==> config.mk <==
export PLATFORM = sky130hd
export DESIGN_NAME = seven_segment_capture
export DESIGN_NICKNAME = d
export VERILOG_FILES = /design/src/rtl/seven_seg_pkg.sv /design/src/rtl/seven_segment_glyph_decode.sv /design/src/rtl/seven_segment_capture.sv
export SDC_FILE = /design/constraint.sdc
export NUM_CORES = 1
export LEC_CHECK = 0
export BUFFER_PORTS_ARGS = -buffer_cell sky130_fd_sc_hd__buf_2
export CAP_MARGIN = 5
export CORE_MARGIN = 2
export CORE_UTILIZATION = 50
export DETAILED_ROUTE_END_ITERATION = 8
export PLACE_DENSITY = 0.76
export SETUP_SLACK_MARGIN = 0.3
export SYNTH_ARGS = -nofsm -noshare
export SYNTH_HDL_FRONTEND = slang
export SYNTH_SLANG_ARGS = --single-unit
==> constraint.sdc <==
create_clock -name CLK_IN -period 3.61 [get_ports CLK_IN]
set_input_delay 0.5415 -clock CLK_IN [delete_from_list [all_inputs] [get_ports CLK_IN]]
set_output_delay 0.5415 -clock CLK_IN [all_outputs]
set_load 0.01 [all_outputs]
==> src/rtl/seven_seg_pkg.sv <==
// Shared 7-segment definitions: glyph table (active-high ABCDEFG), blank bus
// value, pattern/nibble conversion helpers and the capture FSM state type.
package seven_seg_pkg;

  typedef enum logic [1:0] {IDLE, SETTLE, HOLD} cap_state_e;

  localparam logic [6:0] GLYPH_0 = 7'b1111110;
  localparam logic [6:0] GLYPH_1 = 7'b0110000;
  localparam logic [6:0] GLYPH_2 = 7'b1101101;
  localparam logic [6:0] GLYPH_3 = 7'b1111001;
  localparam logic [6:0] GLYPH_4 = 7'b0110011;
  localparam logic [6:0] GLYPH_5 = 7'b1011011;
  localparam logic [6:0] GLYPH_6 = 7'b1011111;
  localparam logic [6:0] GLYPH_7 = 7'b1110000;
  localparam logic [6:0] GLYPH_8 = 7'b1111111;
  localparam logic [6:0] GLYPH_9 = 7'b1110011;
  localparam logic [6:0] GLYPH_A = 7'b1110111;
  localparam logic [6:0] GLYPH_B = 7'b0011111;
  localparam logic [6:0] GLYPH_C = 7'b1001110;
  localparam logic [6:0] GLYPH_D = 7'b0111101;
  localparam logic [6:0] GLYPH_E = 7'b1001111;
  localparam logic [6:0] GLYPH_F = 7'b1000111;

  // Bus value with every active-low segment released.
  localparam logic [6:0] BLANK_PATTERN = 7'h7F;

  localparam logic [6:0] GLYPH_TABLE [16] = '{
    GLYPH_0, GLYPH_1, GLYPH_2, GLYPH_3, GLYPH_4, GLYPH_5, GLYPH_6, GLYPH_7,
    GLYPH_8, GLYPH_9, GLYPH_A, GLYPH_B, GLYPH_C, GLYPH_D, GLYPH_E, GLYPH_F
  };

  typedef struct packed {
    logic       legal;
    logic [3:0] nibble;
  } glyph_match_t;

  function automatic logic [6:0] nibble_to_pattern(input logic [3:0] nibble);
    return ~GLYPH_TABLE[nibble];
  endfunction

  function automatic glyph_match_t pattern_to_nibble(input logic [6:0] pattern);
    glyph_match_t m;
    m = '0;
    for (int unsigned i = 0; i < 16; i++) begin
      if (~pattern == GLYPH_TABLE[i]) begin
        m.legal  = 1'b1;
        m.nibble = 4'(i);
      end
    end
    return m;
  endfunction

endpackage

==> src/rtl/seven_segment_glyph_decode.sv <==
// Combinational active-low segment pattern to {legal, blank, nibble} decoder.
module seven_segment_glyph_decode
  import seven_seg_pkg::*;
(
  input  logic [6:0] pattern,
  output logic       legal,
  output logic       blank,
  output logic [3:0] nibble
);

  glyph_match_t match;

  always_comb begin
    match  = pattern_to_nibble(pattern);
    legal  = match.legal;
    nibble = match.nibble;
    blank  = (pattern == BLANK_PATTERN);
  end

endmodule

==> src/rtl/seven_segment_capture.sv <==
// Reconstructs per-digit hex values from a multiplexed active-low 7-segment bus.
// Define SEG_CAPTURE_SYNC_EN to add a 2-flop input synchronizer (asynchronous loopback).
module seven_segment_capture
  import seven_seg_pkg::*;
#(
  parameter int unsigned NUM_DIGITS    = 4,
  parameter int unsigned STABLE_CYCLES = 4,
  parameter int unsigned CNT_W         = 8
) (
  input  logic                    CLK_IN,
  input  logic                    RST_N_IN,
  input  logic [6:0]              SEG_IN,
  input  logic [NUM_DIGITS-1:0]   DIGIT_SEL_N_IN,
  output logic [4*NUM_DIGITS-1:0] VALUE_OUT,
  output logic [NUM_DIGITS-1:0]   VALID_OUT,
  output logic [NUM_DIGITS-1:0]   BLANK_OUT,
  output logic                    UPDATE_OUT,
  output logic                    ERROR_OUT
);

  logic [6:0]            seg_src;
  logic [NUM_DIGITS-1:0] sel_src;

`ifdef SEG_CAPTURE_SYNC_EN
  logic [6:0]            seg_s1, seg_s2;
  logic [NUM_DIGITS-1:0] sel_s1, sel_s2;

  always_ff @(posedge CLK_IN) begin
    if (!RST_N_IN) begin
      seg_s1 <= '1;
      seg_s2 <= '1;
      sel_s1 <= '1;
      sel_s2 <= '1;
    end else begin
      seg_s1 <= SEG_IN;
      seg_s2 <= seg_s1;
      sel_s1 <= DIGIT_SEL_N_IN;
      sel_s2 <= sel_s1;
    end
  end

  assign seg_src = seg_s2;
  assign sel_src = sel_s2;
`else
  assign seg_src = SEG_IN;
  assign sel_src = DIGIT_SEL_N_IN;
`endif

  logic [6:0]            seg_q, seg_p;
  logic [NUM_DIGITS-1:0] sel_q, sel_p;

  always_ff @(posedge CLK_IN) begin
    if (!RST_N_IN) begin
      seg_q <= '1;
      seg_p <= '1;
      sel_q <= '1;
      sel_p <= '1;
    end else begin
      seg_q <= seg_src;
      seg_p <= seg_q;
      sel_q <= sel_src;
      sel_p <= sel_q;
    end
  end

  logic sel_onehot;
  logic changed;

  always_comb begin
    int unsigned lows;
    lows = 0;
    for (int unsigned i = 0; i < NUM_DIGITS; i++) begin
      if (!sel_q[i]) lows++;
    end
    sel_onehot = (lows == 1);
    changed    = (seg_q != seg_p) || (sel_q != sel_p);
  end

  cap_state_e       state_q, state_d;
  logic [CNT_W-1:0] cnt_q, cnt_d;
  logic             eval;

  always_ff @(posedge CLK_IN) begin
    if (!RST_N_IN) begin
      state_q <= IDLE;
      cnt_q   <= '0;
    end else begin
      state_q <= state_d;
      cnt_q   <= cnt_d;
    end
  end

  // cnt_q counts samples matching the previous one; evaluation fires once per
  // stable run because HOLD never evaluates.
  always_comb begin
    state_d = state_q;
    cnt_d   = cnt_q;
    eval    = 1'b0;
    case (state_q)
      IDLE: begin
        cnt_d = '0;
        if (sel_onehot) begin
          state_d = SETTLE;
          cnt_d   = CNT_W'(1);
        end
      end
      SETTLE, HOLD: begin
        if (changed) begin
          if (sel_onehot) begin
            state_d = SETTLE;
            cnt_d   = CNT_W'(1);
          end else begin
            state_d = IDLE;
            cnt_d   = '0;
          end
        end else if (state_q == SETTLE) begin
          if (cnt_q == CNT_W'(STABLE_CYCLES)) begin
            eval    = 1'b1;
            state_d = HOLD;
          end else begin
            cnt_d = cnt_q + CNT_W'(1);
          end
        end
      end
      default: begin
        state_d = IDLE;
        cnt_d   = '0;
      end
    endcase
  end

  logic       pat_legal;
  logic       pat_blank;
  logic [3:0] pat_nibble;

  seven_segment_glyph_decode u_decode (
    .pattern (seg_q),
    .legal   (pat_legal),
    .blank   (pat_blank),
    .nibble  (pat_nibble)
  );

  always_ff @(posedge CLK_IN) begin
    if (!RST_N_IN) begin
      VALUE_OUT  <= '0;
      VALID_OUT  <= '0;
      BLANK_OUT  <= '0;
      UPDATE_OUT <= 1'b0;
      ERROR_OUT  <= 1'b0;
    end else begin
      UPDATE_OUT <= eval && (pat_legal || pat_blank);
      ERROR_OUT  <= eval && !pat_legal && !pat_blank;
      for (int unsigned i = 0; i < NUM_DIGITS; i++) begin
        if (eval && !sel_q[i]) begin
          if (pat_legal) begin
            VALUE_OUT[4*i +: 4] <= pat_nibble;
            VALID_OUT[i]        <= 1'b1;
            BLANK_OUT[i]        <= 1'b0;
          end else if (pat_blank) begin
            BLANK_OUT[i] <= 1'b1;
          end
        end
      end
    end
  end

endmodule

**Yosys cells after proc, flatten, opt, wreduce, memory -nomap -nowiden**

Cells that the tools add are included.

- Output and inout port bits: 26
- Register bits after elaboration: 58
- Bits of input ports: 13
- Word-level logic and storage cells: 117

- Reduce and logical (&&, ||, !) cells: 28
- Eq/ne operators: 27
- Add/subtract/negate cells: 4
- Bitwise operators: 1
- Mux-type cells: 37

Operators with widths:

| cell | number |
|---|---|
| 32-bit by 1-bit adder with 32-bit output, second input constant | 3 |
| 32-bit two-way mux | 3 |
| 7-bit equality test, second input constant | 13 |
| 5-bit two-way mux | 16 |
| 32-bit by 1-bit equality test with 1-bit output, second input constant | 1 |
| 8-bit two-way mux | 3 |
| 7-bit by 6-bit equality test with 1-bit output, second input constant | 3 |
| 2-bit AND reduction | 9 |
| 8-bit case mux with 2 select lines | 1 |
| 1-bit two-way mux | 9 |
| 3-bit inequality test, second input constant | 3 |
| 8-bit by 1-bit adder with 8-bit output, second input constant | 1 |
| 8-bit by 3-bit equality test with 1-bit output, second input constant | 1 |
| 2-bit two-way mux | 4 |
| 7-bit by 5-bit equality test with 1-bit output, second input constant | 1 |
| 1-bit logical AND | 7 |
| 7-bit inequality test | 1 |
| 7-bit inverter | 1 |
| 1-bit logical NOT | 6 |
| 4-bit inequality test | 1 |
| 2-bit case mux with 2 select lines | 1 |
| 3-bit AND reduction | 1 |
| 2-bit by 1-bit equality test with 1-bit output, second input constant | 1 |
| 2-bit equality test, second input constant | 1 |
| other kinds (5) | 6 |

**Logic depth before layout (Yosys ltp)**

Gate-level depths: netlist of the first run.

- Depth in word-level cells: 21
- Gate-level depth with buffers: 11
- Depth with buffers taken out: 11

**By module**

Synthesis of the first run repeated with hierarchy kept, for this count alone.

- Cells, all modules: 307
- Area, all modules: 2890.3 um^2

Modules (own cells, without submodules):

| module | area an instance (um^2) | seq. area each (um^2) | cells an instance | times used |
|---|---|---|---|---|
| seven_segment_capture | 2531.2 | 1161.1 | 255 | 1 |
| seven_segment_glyph_decode | 359.1 | 0.0 | 52 | 1 |

**Least setup slack after synthesis of the first run**

No wires, ideal clock.

- Kind: flip-flop to flip-flop
- Start point: reg sel_q[0]
- End point: reg cnt_q[0]
- Library setup time: 0.077 ns
- Cell stages (with the launch flop): 10
- Path slack: 1.404 ns
- Arrival: 2.130 ns
- Buffers on the path: 0
- Data required time: 3.533 ns
- Period minus slack after synthesis: 2.206 ns
- Path through: dfxtp_1 > inv_1 > ha_1 > xnor2_1 > ha_1 > xnor2_1 > a22o_1 > a22oi_1 > or4_1 > o22ai_1

- Longest elaborated chain between the ends: 11
- Elaborated cells between the ends (all ways): 16
- Those cells by class: add/sub: 3; eq/ne: 4; mux: 7; reduce/logical: 2

Ends and longest elaborated chain:

| item | RTL line | RTL |
|---|---|---|
| start: declaration | seven_segment_capture.sv:50 | `logic [NUM_DIGITS-1:0] sel_q, sel_p;` |
| start signal: assignment | seven_segment_capture.sv:61 | `sel_q <= sel_src;` |
| 1-bit two-way mux | seven_segment_capture.sv:73 | `if (!sel_q[i]) lows++;` |
| 32-bit by 1-bit adder with 32-bit output | seven_segment_capture.sv:73 |  |
| 32-bit two-way mux | seven_segment_capture.sv:73 |  |
| 32-bit by 1-bit adder with 32-bit output | seven_segment_capture.sv:73 |  |
| 32-bit two-way mux | seven_segment_capture.sv:73 |  |
| 32-bit by 1-bit adder with 32-bit output | seven_segment_capture.sv:73 |  |
| 32-bit two-way mux | seven_segment_capture.sv:73 |  |
| 32-bit by 1-bit equality test with 1-bit output | seven_segment_capture.sv:75 | `sel_onehot = (lows == 1);` |
| 1-bit two-way mux | seven_segment_capture.sv:102, seven_segment_capture.sv:109 |  |
| 8-bit two-way mux | seven_segment_capture.sv:108 | `if (changed) begin` |
| 8-bit case mux with 2 select lines | seven_segment_capture.sv:99 | `case (state_q)` |
| end signal: assignment | seven_segment_capture.sv:89 | `cnt_q <= cnt_d;` |
| end: declaration | seven_segment_capture.sv:80 | `logic [CNT_W-1:0] cnt_q, cnt_d;` |

Parallel ways exist; a longest one is shown, timed or not.
A chain may end at the register's enable or synchronous reset.

**Final worst setup path of the first run**

- Start point: reg sel_q[0]
- End point: reg state_q[0]

- Longest elaborated chain between the ends: 11
- Elaborated cells between the ends (all ways): 17
- Those cells by class: add/sub: 3; eq/ne: 5; mux: 7; reduce/logical: 2

Ends and longest elaborated chain:

| item | RTL line | RTL |
|---|---|---|
| 1-bit two-way mux | seven_segment_capture.sv:73 |  |
| 32-bit by 1-bit adder with 32-bit output | seven_segment_capture.sv:73 |  |
| 32-bit two-way mux | seven_segment_capture.sv:73 |  |
| 32-bit by 1-bit adder with 32-bit output | seven_segment_capture.sv:73 |  |
| 32-bit two-way mux | seven_segment_capture.sv:73 |  |
| 32-bit by 1-bit adder with 32-bit output | seven_segment_capture.sv:73 |  |
| 32-bit two-way mux | seven_segment_capture.sv:73 |  |
| 32-bit by 1-bit equality test with 1-bit output | seven_segment_capture.sv:75 |  |
| 1-bit two-way mux | seven_segment_capture.sv:109 | `if (sel_onehot) begin` |
| 2-bit two-way mux | seven_segment_capture.sv:108 |  |
| 2-bit case mux with 2 select lines | seven_segment_capture.sv:99 |  |
| end signal: assignment | seven_segment_capture.sv:88 | `state_q <= state_d;` |
| end: declaration | seven_segment_capture.sv:79 | `cap_state_e state_q, state_d;` |

Parallel ways exist; a longest one is shown, timed or not.

==> results.cfg, run 1 <==
[sta]
rsz0062_at_grt = no
relative_slew_slack_pct = 55.59
final.period_utilization_pct = 70.79
setup_ws_ps = 1054
skew_ps = 8.506
tightestPinTransition_ps = 665.2
maxClockFrequency_mhz = 391.3
slew_viol_final = 0
setup-tns-final_ps = 0
report.final.hold_viol_count = 0
layout_min_cycle_time_ps = 2556
setup-violations-final = 0

[floorplan]
coreArea_um2 = 5574
top_level_ports = 39
initial_core_utilization_pct = 52.53
fp.dieH_um = 80.52
floorplan.die.width_um = 80.52
row_count = 27
dieArea_um2 = 6483

[logic_synthesis]
post_synth_inst_count = 321
post_synth_top_area_share_pct = 39.66
yosys_warnings = 0
ys_seq_area_share_pct = 39.66
dominantRegCellSynth = dfxtp_1
synth_net_count = 342
post-synth-top-count-cell = dfxtp_1
synth_area_um2 = 2928
synth_top_cells_by_area = dfxtp_1 (40%), xnor2_1 (5.1%), nand2b_1 (4.3%)
synth_enable_flop_cells = 0
synth.ff_latch_count = 58
synthDistinctLibCells = 62
synth_largest_area_cell = dfxtp_1
share_of_async_settable_or_async_resettable_flops_after_synthesis_pct = 0
post_synth.cell_area_avg_um2 = 9.121
synth_commonest_cells = dfxtp_1 (58), nand2_1 (27), nor2_1 (21), nand2b_1 (20), xnor2_1 (17)

[worst_setup_path]
crit_chain = inv_1 -> ha_1 -> xnor2_1 -> ha_1 -> xnor2_1 -> a22o_1 -> a22oi_1 -> nand2_1 -> o21a_1 -> o32ai_1
timing_worst_setup_path_type = reg -> reg
start_kind = flop
critical_path_required_ps = 3850
critical_path_top_delay_cell = dfxtp_1
worst_path_largest_cell_delay_ps = 540
timing.critical_path.fanout_max = 8
worst-endpoint-arrival_ps = 2800
worstSetupEndpointType = flop

[route]
route.antenna.remaining_nets = 0
totalWireLength_um = 6565
dr_wl_met3_um = 328
met2WireLength_um = 3139
drt-vias-per-instance = 5.726
via_count = 2445
number_of_drc_violations_after_detailed_routing = 0
highest_layer = met4
drt-met1-wl_um = 2934
route.detailed.wl_per_inst_um = 15.37
drt-pass1-iter-count = 4
first_iter_violations = 141

[placement]
dpl_worst_slack_ps = 1094
hpwl_um = 4603
routability_congestion = 0.8338
buffer_ports.inserted = 38

[pwr]
p_comb_share_pct = 9.2
netSwitchingPower_w = 0.0003420
share_of_total_power_in_sequential_cells_pct = 51.7
pwr_density_cell_nw_per_um2 = 405.2
swShare_pct = 25.69
leakage_power_nw = 1.310
p_int_w = 0.0009892
p_clk_share_pct = 39.2
worst_ir_drop_vdd_uv = 228.5

[grt]
initial_antenna_violation_count = 0
global_route_overflow = 0
globalRouteTotalUtil_pct = 22.65
first_global_vias = 2406
global_route_wire_length_before_repair_um = 11240
largest_net_degree_at_the_start_of_global_routing = 31

[clock_tree]
clock-sinks = 58
max_h_tree_level = 3
post_cts.resized_instances = 0
root_buffer = clkbuf_8
holdBufCountCts = 0
clkLatencyLatePin_ps = 340
tritoncts.num_buffers = 9
cts_tree = done
path_clk_slew_ps = 60
cts_setup_buffers = 0
cts_max_path_buffers = 2

[layout]
final_nets = 372
area_delta_synth_final_pct = 12.22
insertedDiodeCount = 0
layout-drive-gt1-share_pct = 20.00

[flow_run]
max-cap-violations = 0

[status]
status = completed

[worst_hold_path]
worst_hold_path_type = in -> reg
==> critical path: cells and delay by family (launching register included) <==
family | cells | cell delay, ps
AO/OA/AOI/OAI | 4 | 760
XOR/XNOR | 2 | 280
adder cells (fa/ha/maj) | 2 | 630
buffers and inverters | 1 | 120
flip-flops | 1 | 540
AND/OR/NAND/NOR | 1 | 130
==> final timing paths <==
kind              slack [ps]  cells after the start       endpoint         startpoint
hold / removal           380                      2       sel_q[2]  DIGIT_SEL_N_IN[2]
setup / recovery        1050                     10     state_q[0]           sel_q[0]
hold reg to reg          460                      2  VALUE_OUT[11]      VALUE_OUT[11]
setup reg to reg        1050                     10     state_q[0]           sel_q[0]
==> layer usage <==
metal / global-route usage [%] / vias to the layer above
met5: 0 / -
met4: 11.36 / 0
met3: 4.944 / 18
met2: 38.17 / 72
met1: 27.02 / 1158
li1: - / 1197
==> registers in the layout, summed over array words and instances (netlist names) <==
name        cells
VALUE_OUT      16
cnt_q           8
seg_p           7
seg_q           7
BLANK_OUT       4
VALID_OUT       4
sel_p           4
sel_q           4
state_q         2
ERROR_OUT       1
UPDATE_OUT      1
==> through the flow <==
step                      instance area, um2  power [W]  util, %  hold slack, ps  cells
after floorplan                         2928  0.0007929        -           471.6    321
after global placement                  3115  0.0008169    55.89           442.3    412
after detailed placement                3115  0.0008208    55.89           448.2    412
after CTS                               3286   0.001339    58.95           376.6    427
after global routing                    3286   0.001387    58.95           390.9    427
final                                   3286   0.001331    58.95           382.8    427
==> power groups by stage <==
| stage | sequential [W] | combinational (W) | clock (W) |
|---|---|---|---|
| 6_report | 0.000688 | 0.000122 | 0.000521 |
| 5_1_grt | 0.000690 | 0.000137 | 0.000560 |
| 4_1_cts | 0.000687 | 0.000121 | 0.000531 |
| 3_5_place_dp | 0.000701 | 0.000120 | 0 |
| 3_3_place_gp | 0.000700 | 0.000117 | 0 |
| 2_1_floorplan | 0.000678 | 0.000115 | 0 |
==> placed cells by master, fill, tap and decap left out, types with 3 or more instances in the layout <==
| master | synthesis | layout |
|---|---|---|
| dfxtp_1 | 58 | 58 |
| buf_2 | 8 | 38 |
| nand2_1 | 27 | 27 |
| nor2_1 | 21 | 21 |
| nand2b_1 | 20 | 20 |
| xnor2_1 | 17 | 17 |
| inv_1 | 12 | 12 |
| nor3_1 | 12 | 12 |
| clkbuf_8 | 0 | 11 |
| nand3_1 | 10 | 10 |
| a21oi_1 | 10 | 10 |
| mux2i_1 | 9 | 9 |
| ha_1 | 8 | 8 |
| nor3_2 | 7 | 7 |
| o21a_1 | 7 | 7 |
| or4_1 | 6 | 6 |
| o2bb2ai_1 | 5 | 5 |
| o21ai_1 | 5 | 5 |
| nand4_1 | 4 | 4 |
| nand3b_1 | 4 | 4 |
| or3_1 | 3 | 3 |
| o22ai_1 | 3 | 3 |
| o21ai_0 | 3 | 3 |
| nor4_1 | 3 | 3 |
| a31oi_1 | 3 | 3 |
| xor2_1 | 3 | 3 |
| clkinv_2 | 0 | 3 |
==> area by class of cell <==
type	count	area, um2
Timing Repair Buffer	40	205.2
Tap cell	72	90.09
Fill cell	487	2288
Multi-Input combinational cell	229	1610
Clock buffer	12	155.1
Inverter	13	48.80
Clock inverter	3	15.01
Sequential cell	58	1161
==> cell families (layout without fill, tap and decap cells) <==
logic type,count (synthesis),in the layout,share of synthesized area [%]
flip-flops,58,58,39.66
XOR/XNOR,20,20,5.983
AO/OA/AOI/OAI,55,55,14.19
AND/OR/NAND/NOR,137,137,28.33
adder cells (fa/ha/maj),8,8,3.419
multiplexers,9,9,3.077
buffers and inverters,34,68,5.342
Power figures use the tool's default switching activity.
==> run 2: changes to the inputs <==
==> constraint.sdc (replaced) <==
create_clock -name CLK_IN -period 2.4 [get_ports CLK_IN]
set_input_delay 0.36 -clock CLK_IN [delete_from_list [all_inputs] [get_ports CLK_IN]]
set_output_delay 0.36 -clock CLK_IN [all_outputs]
set_load 0.01 [all_outputs]
==> results.cfg, run 2 (synthesis gave the netlist of run 1 again) <==
[sta]
tightestPinTransition_ps = 382.6
report.final.hold_viol_count = 0
maxClockFrequency_mhz = 461.3
rsz0062_at_grt = yes
skew_ps = 7.746
layout_min_cycle_time_ps = 2168
setup-violations-final = 0
relative_slew_slack_pct = 74.49
slew_viol_final = 0
fin_hold_ws_ps = 189.6
final.period_utilization_pct = 90.33
setup-tns-final_ps = 0

[clock_tree]
tritoncts.num_buffers = 9
holdBufCountCts = 0
clock-sinks = 58
root_buffer = clkbuf_8
cts_tree = done
max_h_tree_level = 3
path_clk_slew_ps = 70
clkLatencyLatePin_ps = 350
cts_max_path_buffers = 2

[floorplan]
row_count = 27
dieArea_um2 = 6483
fp.dieH_um = 80.52
floorplan.die.width_um = 80.52
initial_core_utilization_pct = 52.53
coreArea_um2 = 5574
top_level_ports = 39

[route]
via_count = 2606
totalWireLength_um = 7377
route.antenna.remaining_nets = 0
route.detailed.wl_per_inst_um = 16.14
drt-pass1-iter-count = 4
drt-vias-per-instance = 5.702
first_iter_violations = 110
number_of_drc_violations_after_detailed_routing = 0

[grt]
global_route_overflow = 0
global_route.usage.met1_pct = 29.99
initial_antenna_violation_count = 0
met3_usage_pct = 7.865
grt_busiest_layer = met2
global_route_wire_length_before_repair_um = 12120
grtUsageMet2_pct = 39.33
largest_net_degree_at_the_start_of_global_routing = 23
first_global_vias = 2545
globalRouteTotalUtil_pct = 24.62

[pwr]
worst_ir_drop_vdd_uv = 507.7
p_comb_share_pct = 12.5
leakage_power_nw = 1.507
pwr_density_cell_nw_per_um2 = 599.6
swShare_pct = 26.69
share_of_total_power_in_sequential_cells_pct = 45.4
p_clk_share_pct = 42.1
netSwitchingPower_w = 0.0005948
p_int_w = 0.001634

[worst_setup_path]
critical_path_required_ps = 2670
timing.critical_path.fanout_max = 8
worst-endpoint-arrival_ps = 2440
regToRegEndpoint = VALUE_OUT[3]
start_kind = flop
worst_setup_path_startpoint = seg_q[3]
worstSetupEndpointType = flop
r2r_start = seg_q[3]
timing_worst_setup_path_type = reg -> reg
reg2regPathDepth = 8
regToRegSetupSlack_ps = 230

[worst_hold_path]
hold_path_end = sel_q[3]
worst_hold_path_type = in -> reg
hold_path.startpoint = DIGIT_SEL_N_IN[3]
worstHoldPathCells = 2

[layout]
layout-drive-gt1-share_pct = 33.77
insertedDiodeCount = 0
final_nets = 401
layout.cells.most_common_list = dfxtp_1 (50), buf_2 (38), nand2_1 (26)
area_delta_synth_final_pct = 26.92
final_common_cell = dfxtp_1
postLayoutCoreUtil_pct = 66.67
largest_reg_flops = 16
top_register = VALUE_OUT
reg.largest.list = VALUE_OUT: 16 flops, cnt_q: 8 flops

[status]
status = completed

[placement]
routability_congestion = 0.9459
buffer_ports.inserted = 38
hpwl_um = 5000

[flow_run]
max-cap-violations = 0
[run 2: worst max path at each step]
stage | end | slack [ps] | depth (start not counted)
finish | VALUE_OUT[3] | 230 | 8
detailed placement | VALUE_OUT[14] | 60 | 8
CTS | VALUE_OUT[14] | 180 | 8
global route | VALUE_OUT[12] | 150 | 8
global placement | VALUE_OUT[10] | 180 | 8
floorplan | cnt_q[0] | 360 | 9
[run 2: worst max-delay path, cell delays in order (launching register included)]
cell      delay, ps
dfxtp_4         380
buf_12          130
or2b_1          210
o32a_1          330
o311ai_4        290
buf_4           170
nor2_2           40
or3b_4          410
o21ai_2         140
[run 2: routing by layer]
layer  vias to the layer above  share of wire, %
met5                         -                 0
met4                         0               3.1
met3                        24               6.7
met2                        99                47
met1                      1221                43
li1                       1262                 -
[run 2: power by group through the flow]
| stage | Clock [W] | Combinational (W) | Sequential (W) |
|---|---|---|---|
| 6_report | 0.000938 | 0.000278 | 0.00101 |
| 5_1_grt | 0.00101 | 0.000305 | 0.00101 |
| 4_1_cts | 0.000960 | 0.000246 | 0.00101 |
| 3_5_place_dp | 0 | 0.000232 | 0.00103 |
| 3_3_place_gp | 0 | 0.000229 | 0.00103 |
| 2_1_floorplan | 0 | 0.000176 | 0.00102 |
[run 2: area by class of cell]
cell class | count | area (um2)
clock buffer | 10 | 137.6
clock inverter | 6 | 72.57
fill | 463 | 1858
inverter | 13 | 51.30
multi-input combinational | 229 | 1723
sequential | 58 | 1179
tap | 72 | 90.09
timing repair buffer | 69 | 462.9
[run 2: stage by stage]
stage               worst slack (ps)  power [W]  instance area (um2)  instances
floorplan                      359.5   0.001196                 2943        321
global placement               182.3   0.001261                 3278        430
detailed placement             55.21   0.001265                 3278        430
CTS                            179.1   0.002215                 3587        453
global route                   153.1   0.002334                 3716        457
finish                         232.0   0.002228                 3716        457
[run 2: timing repair]
action,CTS,global route
hold endpoints to repair,0,0
gates resized for setup,13,24
setup buffers,7,4
pin swaps,8,10
setup endpoints to repair,29,30
